--- config.mk ---
export PLATFORM = sky130hd
export DESIGN_NAME = serial_add_seq
export DESIGN_NICKNAME = d
export VERILOG_FILES = /design/src/rtl/serial_add_pkg.sv /design/src/rtl/serial_add_seq_full_adder.sv /design/src/rtl/serial_add_seq.sv
export SDC_FILE = /design/constraint.sdc
export NUM_CORES = 1
export LEC_CHECK = 0
export CORE_MARGIN = 2
export CORE_UTILIZATION = 50
export DETAILED_ROUTE_END_ITERATION = 10
export PLACE_DENSITY = 0.77
export SYNTH_ARGS = -nofsm -noshare
export SYNTH_HDL_FRONTEND = slang
export SYNTH_SLANG_ARGS = --single-unit
--- constraint.sdc ---
create_clock -name i_clk -period 1.4 [get_ports i_clk]
set_input_delay 0.28 -clock i_clk [delete_from_list [all_inputs] [get_ports i_clk]]
set_output_delay 0.28 -clock i_clk [all_outputs]
set_load 0.02 [all_outputs]
--- src/rtl/serial_add_pkg.sv ---
// ----------------------------------------------------------------------------
// serial_add_pkg
// Shared constants for the bit-serial adder controller: FSM state encoding
// and the default operand width of the 4-bit CPU datapath.
// ----------------------------------------------------------------------------
package serial_add_pkg;

    // Default operand / sum width
    localparam int unsigned SERIAL_ADD_DEFAULT_WIDTH = 4;

    // Control FSM state encoding
    localparam int unsigned ST_W = 2;
    localparam logic [1:0] ST_IDLE = 2'd0;
    localparam logic [1:0] ST_RUN  = 2'd1;
    localparam logic [1:0] ST_DONE = 2'd2;

endpackage : serial_add_pkg

--- src/rtl/serial_add_seq_full_adder.sv ---
// ----------------------------------------------------------------------------
// serial_add_seq_full_adder
// Single-bit full-adder cell, time-shared by serial_add_seq across all
// operand bits.
//
// Ports:
//   a, b  - operand bits
//   cin   - carry in
//   s     - sum bit
//   cout  - carry out
// ----------------------------------------------------------------------------
module serial_add_seq_full_adder (
    input  logic a,
    input  logic b,
    input  logic cin,
    output logic s,
    output logic cout
);

    always_comb begin
        s    = a ^ b ^ cin;
        cout = (a & b) | (a & cin) | (b & cin);
    end

endmodule : serial_add_seq_full_adder

--- src/rtl/serial_add_seq.sv ---
// ----------------------------------------------------------------------------
// serial_add_seq
// Multi-cycle bit-serial adder. On an accepted start the operands are latched
// into shift registers and a single full-adder cell is stepped LSB-first, one
// bit per clock, with the carry held in a flop between bits. After WIDTH bit
// cycles the sum and carry-out are published and o_done pulses for one cycle.
//
// Optional feature (macro SERIAL_ADD_SUB_EN): adds the i_sub port; an accepted
// i_sub=1 computes A-B by loading ~B and forcing the carry-in to 1, so
// o_cout=1 means "no borrow".
//
// Ports:
//   i_clk    - clock, rising edge
//   i_rst    - asynchronous active-high reset
//   i_start  - operation request, honoured only when idle
//   i_a/i_b  - operands, captured with an accepted start
//   i_cin    - carry-in, captured with an accepted start
//   i_sub    - subtract select (only with SERIAL_ADD_SUB_EN)
//   o_busy   - high while an operation is in progress (incl. DONE cycle)
//   o_done   - one-cycle result-valid pulse
//   o_sum    - result, held until the next completed operation
//   o_cout   - final carry-out, held with o_sum
// ----------------------------------------------------------------------------
module serial_add_seq
    import serial_add_pkg::*;
#(
    parameter int unsigned WIDTH = SERIAL_ADD_DEFAULT_WIDTH
) (
    input  logic             i_clk,
    input  logic             i_rst,
    input  logic             i_start,
    input  logic [WIDTH-1:0] i_a,
    input  logic [WIDTH-1:0] i_b,
    input  logic             i_cin,
`ifdef SERIAL_ADD_SUB_EN
    input  logic             i_sub,
`endif
    output logic             o_busy,
    output logic             o_done,
    output logic [WIDTH-1:0] o_sum,
    output logic             o_cout
);

    localparam int unsigned CNT_W = $clog2(WIDTH);
    localparam logic [CNT_W-1:0] CNT_LAST = CNT_W'(WIDTH - 1);

    // Registered state
    logic [ST_W-1:0]  state_q,  state_d;
    logic [WIDTH-1:0] a_sh_q,   a_sh_d;
    logic [WIDTH-1:0] b_sh_q,   b_sh_d;
    // Only the WIDTH-1 already-computed bits are stored; the newest bit comes
    // straight from the cell, so the completed sum is {fa_s, sum_sh_q}.
    logic [WIDTH-2:0] sum_sh_q, sum_sh_d;
    logic             carry_q,  carry_d;
    logic [CNT_W-1:0] cnt_q,    cnt_d;
    logic [WIDTH-1:0] sum_d;
    logic             cout_d;
    logic             busy_d;
    logic             done_d;

    // Shared bit cell
    logic             fa_s;
    logic             fa_cout;
    logic [WIDTH-1:0] sum_full;

    // Operand B and carry-in as seen at load time (subtract folds in here)
    logic [WIDTH-1:0] b_load;
    logic             cin_load;

    serial_add_seq_full_adder u_fa (
        .a    (a_sh_q[0]),
        .b    (b_sh_q[0]),
        .cin  (carry_q),
        .s    (fa_s),
        .cout (fa_cout)
    );

    assign sum_full = {fa_s, sum_sh_q};

    // Load-time operand conditioning
`ifdef SERIAL_ADD_SUB_EN
    always_comb begin
        b_load   = i_sub ? ~i_b : i_b;
        cin_load = i_sub ? 1'b1 : i_cin;
    end
`else
    always_comb begin
        b_load   = i_b;
        cin_load = i_cin;
    end
`endif

    // Next-state and datapath control
    always_comb begin
        state_d  = state_q;
        a_sh_d   = a_sh_q;
        b_sh_d   = b_sh_q;
        sum_sh_d = sum_sh_q;
        carry_d  = carry_q;
        cnt_d    = cnt_q;
        sum_d    = o_sum;
        cout_d   = o_cout;

        case (state_q)
            ST_IDLE: begin
                if (i_start) begin
                    a_sh_d   = i_a;
                    b_sh_d   = b_load;
                    carry_d  = cin_load;
                    sum_sh_d = '0;
                    cnt_d    = '0;
                    state_d  = ST_RUN;
                end
            end
            ST_RUN: begin
                a_sh_d   = a_sh_q >> 1;
                b_sh_d   = b_sh_q >> 1;
                carry_d  = fa_cout;
                sum_sh_d = sum_full[WIDTH-1:1];
                cnt_d    = cnt_q + CNT_W'(1);
                if (cnt_q == CNT_LAST) begin
                    // Last bit: publish the completed result on this edge
                    sum_d   = sum_full;
                    cout_d  = fa_cout;
                    cnt_d   = '0;
                    state_d = ST_DONE;
                end
            end
            ST_DONE: begin
                state_d = ST_IDLE;
            end
            default: begin
                state_d = ST_IDLE;
            end
        endcase

        // Status outputs are registered from the next state
        busy_d = (state_d != ST_IDLE);
        done_d = (state_d == ST_DONE);
    end

    // State and output registers
    always_ff @(posedge i_clk or posedge i_rst) begin
        if (i_rst) begin
            state_q  <= ST_IDLE;
            a_sh_q   <= '0;
            b_sh_q   <= '0;
            sum_sh_q <= '0;
            carry_q  <= 1'b0;
            cnt_q    <= '0;
            o_sum    <= '0;
            o_cout   <= 1'b0;
            o_busy   <= 1'b0;
            o_done   <= 1'b0;
        end else begin
            state_q  <= state_d;
            a_sh_q   <= a_sh_d;
            b_sh_q   <= b_sh_d;
            sum_sh_q <= sum_sh_d;
            carry_q  <= carry_d;
            cnt_q    <= cnt_d;
            o_sum    <= sum_d;
            o_cout   <= cout_d;
            o_busy   <= busy_d;
            o_done   <= done_d;
        end
    end

endmodule : serial_add_seq

==> impl_results.md <==
- Register share of total power: 0.451
- R2r endpoint: o_sum[3]
- Crit-path cells: dlygate4sd2_1
- Fin. max-slew vios: 0
- Die ar.: 2490 sq um
- Sink Count: 23
- Gate power share: 0.439
- Initial antenna violation count: 0
- Largest cells by area after synthesis: dfrtp_1, mux2_2, inv_1, a22o_1, nor4b_1
- Outcome: finished, final reports clean
- R2r startpoint: carry_q
- Sw Share: 0.367
- Initial DRC count: 27
- Starting Density: 0.531
- Syn Std Cell Area: 1050 sq um
- Worst-path fanout max: 2
- Seq cells post-synth: 23
- Grt ovf: 0
- Hold buffer count at cts: 0
- Slew margin rel.: 0.747
- Cell Int Power: 1.69 mW
- Clk buf depth: 2
- WP buf/inv: 1
- Reg2Reg Depth: 2
- Yosys cell types: 23
- Synth top cells by count: dfrtp_1, inv_1
- Max rail drop VDD: 1.13 mV
- Part of the cycle the worst path needs: 0.923
- Hold Fails Final Rpt: 0
- Hold crit path type: input pin to asynchronous set/reset pin
- Die Y: 49.9 um
- Final hold slack: 314 ps
- Ys async rst share: 1.00
- Vias/cell: 5.31
- Fillcell total: 159
- Slowest stage delay, CP: 400 ps
- Maxcap violations: 0
- Sequential fraction of the synthesis area: 0.547
- IO Count: 19
- Routed wire length: 1.74 mm
- Area delta synth->final: 21.3%
- Layout Cells excl Fill: 131
- Mapped Nets: 97
- Share of layout cells above drive strength 1: 0.173
- R2R Setup Slk: 110 ps
- Detailed-route DRC error count: 0
- DR pass1 iterations: 4
- Warnings, synthesis: 0
- Chip width: 49.9 um
- CORE AREA: 1980 sq um
- Ys flop type: dfrtp_1
- Port bufs: 18
- TNS Setup: 0 ps
- Post-detail-place hpwl: 1.27 mm
- Pin count of the biggest net entering global routing: 24
- Worst path slowest cell: dfrtp_1
- Worst setup SP type: register
- Leakage dissipation: 0.602 nW
- Dpl cells: 127
- Root Driver: clkbuf_4
- Setup Fix Bufs, Post-CTS: 0
- CP Data Required Time: 1120 ps
- Post-synth EDFFs: 0
- Min Tclk post-route: 1290 ps
- RSZ-0062 raised after global routing: false
- Vias in the first global route: 696
- Worst-Margin Slew: 379 ps
- CP arrival: 1010 ps
- Placed Area: 1260 sq um
- Clk network pwr share: 0.110
- GP Congestion: 0.717
- Area leader, netlist: dfrtp_1
- GRT Resource Usage Total: 0.165
- Fmax: 0.774 GHz
- Antenna Violating Nets Remaining: 0
- Switching component of the power: 0.978 mW
- Ant. Diodes: 0
- H-Tree Depth: 1
- Global-route wire length before repair: 3.11 mm
- Fin area: 1280 sq um
- Clock slew at reported path FFs: 120 ps
- Vias: 695
- CP Capture Type: output port
- CTS tree: done
- Syn_area_per_cell: 12.7 sq um
- Pwr/cell area: 2090 nW/um^2
- Routed len/inst: 13.3 um
- Delay-heaviest family, CP: flip-flops
- Fin nets: 119
- Final setup viols: 0
- Later-pin clock latency in the skew report: 300 ps
- CP Class: register to output port
- Top-area cell type share of the netlist area: 0.547
- Clock Skew: 4.78 ps
- # rows: 16
- Post-Syn Instances: 83
- Count leader, synth: dfrtp_1
- Cts bufs inserted: 3
-- cell usage in the layout (no fill, tap or decap), types with 2 or more instances in the layout --
cell,instances
dfrtp_1,21
clkbuf_4,3
a22o_1,5
buf_4,5
inv_1,13
nor4b_1,5
nor2_1,3
a211oi_1,5
dlygate4sd2_1,7
mux2_2,5
dfrtp_2,2
clkdlybuf4s50_1,11
nor3b_1,5
a222oi_1,2
-- worst max-delay path by stage --
stage / from / end / slack (ps) / depth (start not counted)
after detailed placement: i_start / b_sh_q[0] / -200 / 3
after floorplan: carry_q / o_sum[3] / 160 / 2
after global routing: cnt_q[0] / o_sum[3] / 40 / 3
after CTS: state_q[0] / b_sh_q[0] / 9 / 2
final: o_sum[2] / o_sum[2] / 110 / 1
after global placement: i_start / b_sh_q[0] / -90 / 3
-- area by class of cell --
| cell class | count | area (sq um) | share of cell area |
|---|---|---|---|
| Sequential cell | 23 | 578 | 0.453 |
| Multi-Input combinational cell | 41 | 380 | 0.298 |
| Timing Repair Buffer | 23 | 209 | 0.164 |
| Inverter | 13 | 48.8 | 0.0382 |
| Tap cell | 27 | 33.8 | 0.0265 |
| Clock buffer | 4 | 26.3 | 0.0206 |
-- state kept, by name (all words and copies together) (netlist names) --
name,cells
o_done,1
o_busy,1
b_sh_q,4
cnt_q,2
a_sh_q,4
o_sum,4
sum_sh_q,3
carry_q,1
state_q,2
o_cout,1
-- cells by family (layout without fill, tap and decap cells) --
| logic type | Yosys count | in the layout | share of synthesized area |
|---|---|---|---|
| compound gates | 16 | 16 | 0.137 |
| mux | 5 | 5 | 0.0535 |
| buf+inv | 19 | 40 | 0.0916 |
| flops | 23 | 23 | 0.547 |
| simple gates | 18 | 18 | 0.140 |
| fa+ha+maj | 2 | 2 | 0.0309 |
-- routing by layer --
layer	GRT usage	part of all wire	up-vias	routed length, um
li1	-	-	336	-
met1	0.226	0.48	338	827
met2	0.267	0.48	19	830
met3	0.0273	0.041	2	71
met4	0.0556	0.0069	0	12
met5	0	0	-	0
-- through the flow --
stage	setup slack (ps)	utilization	power, mW
3_3_place_gp	-94.0	0.634	2.41
5_1_grt	43.1	0.644	2.89
6_report	108	0.644	2.66
2_1_floorplan	161	-	2.11
3_5_place_dp	-200	0.634	2.47
4_1_cts	9.34	0.643	2.69
-- what timing repair did --
item                                    CTS  global route
hold endpoints to repair                  0             0
resized for setup                         7             2
gates cloned                              0             0
endpoints found under the setup margin    7             3
-- power by group through the flow --
stage	sequential, mW	combinational [mW]	clock, mW
finish	1.20	1.17	0.293
global route	1.25	1.30	0.333
CTS	1.20	1.18	0.299
detailed placement	1.22	1.25	0
global placement	1.20	1.21	0
floorplan	1.23	0.882	0
Note: power is estimated with default switching activity, not from simulation.
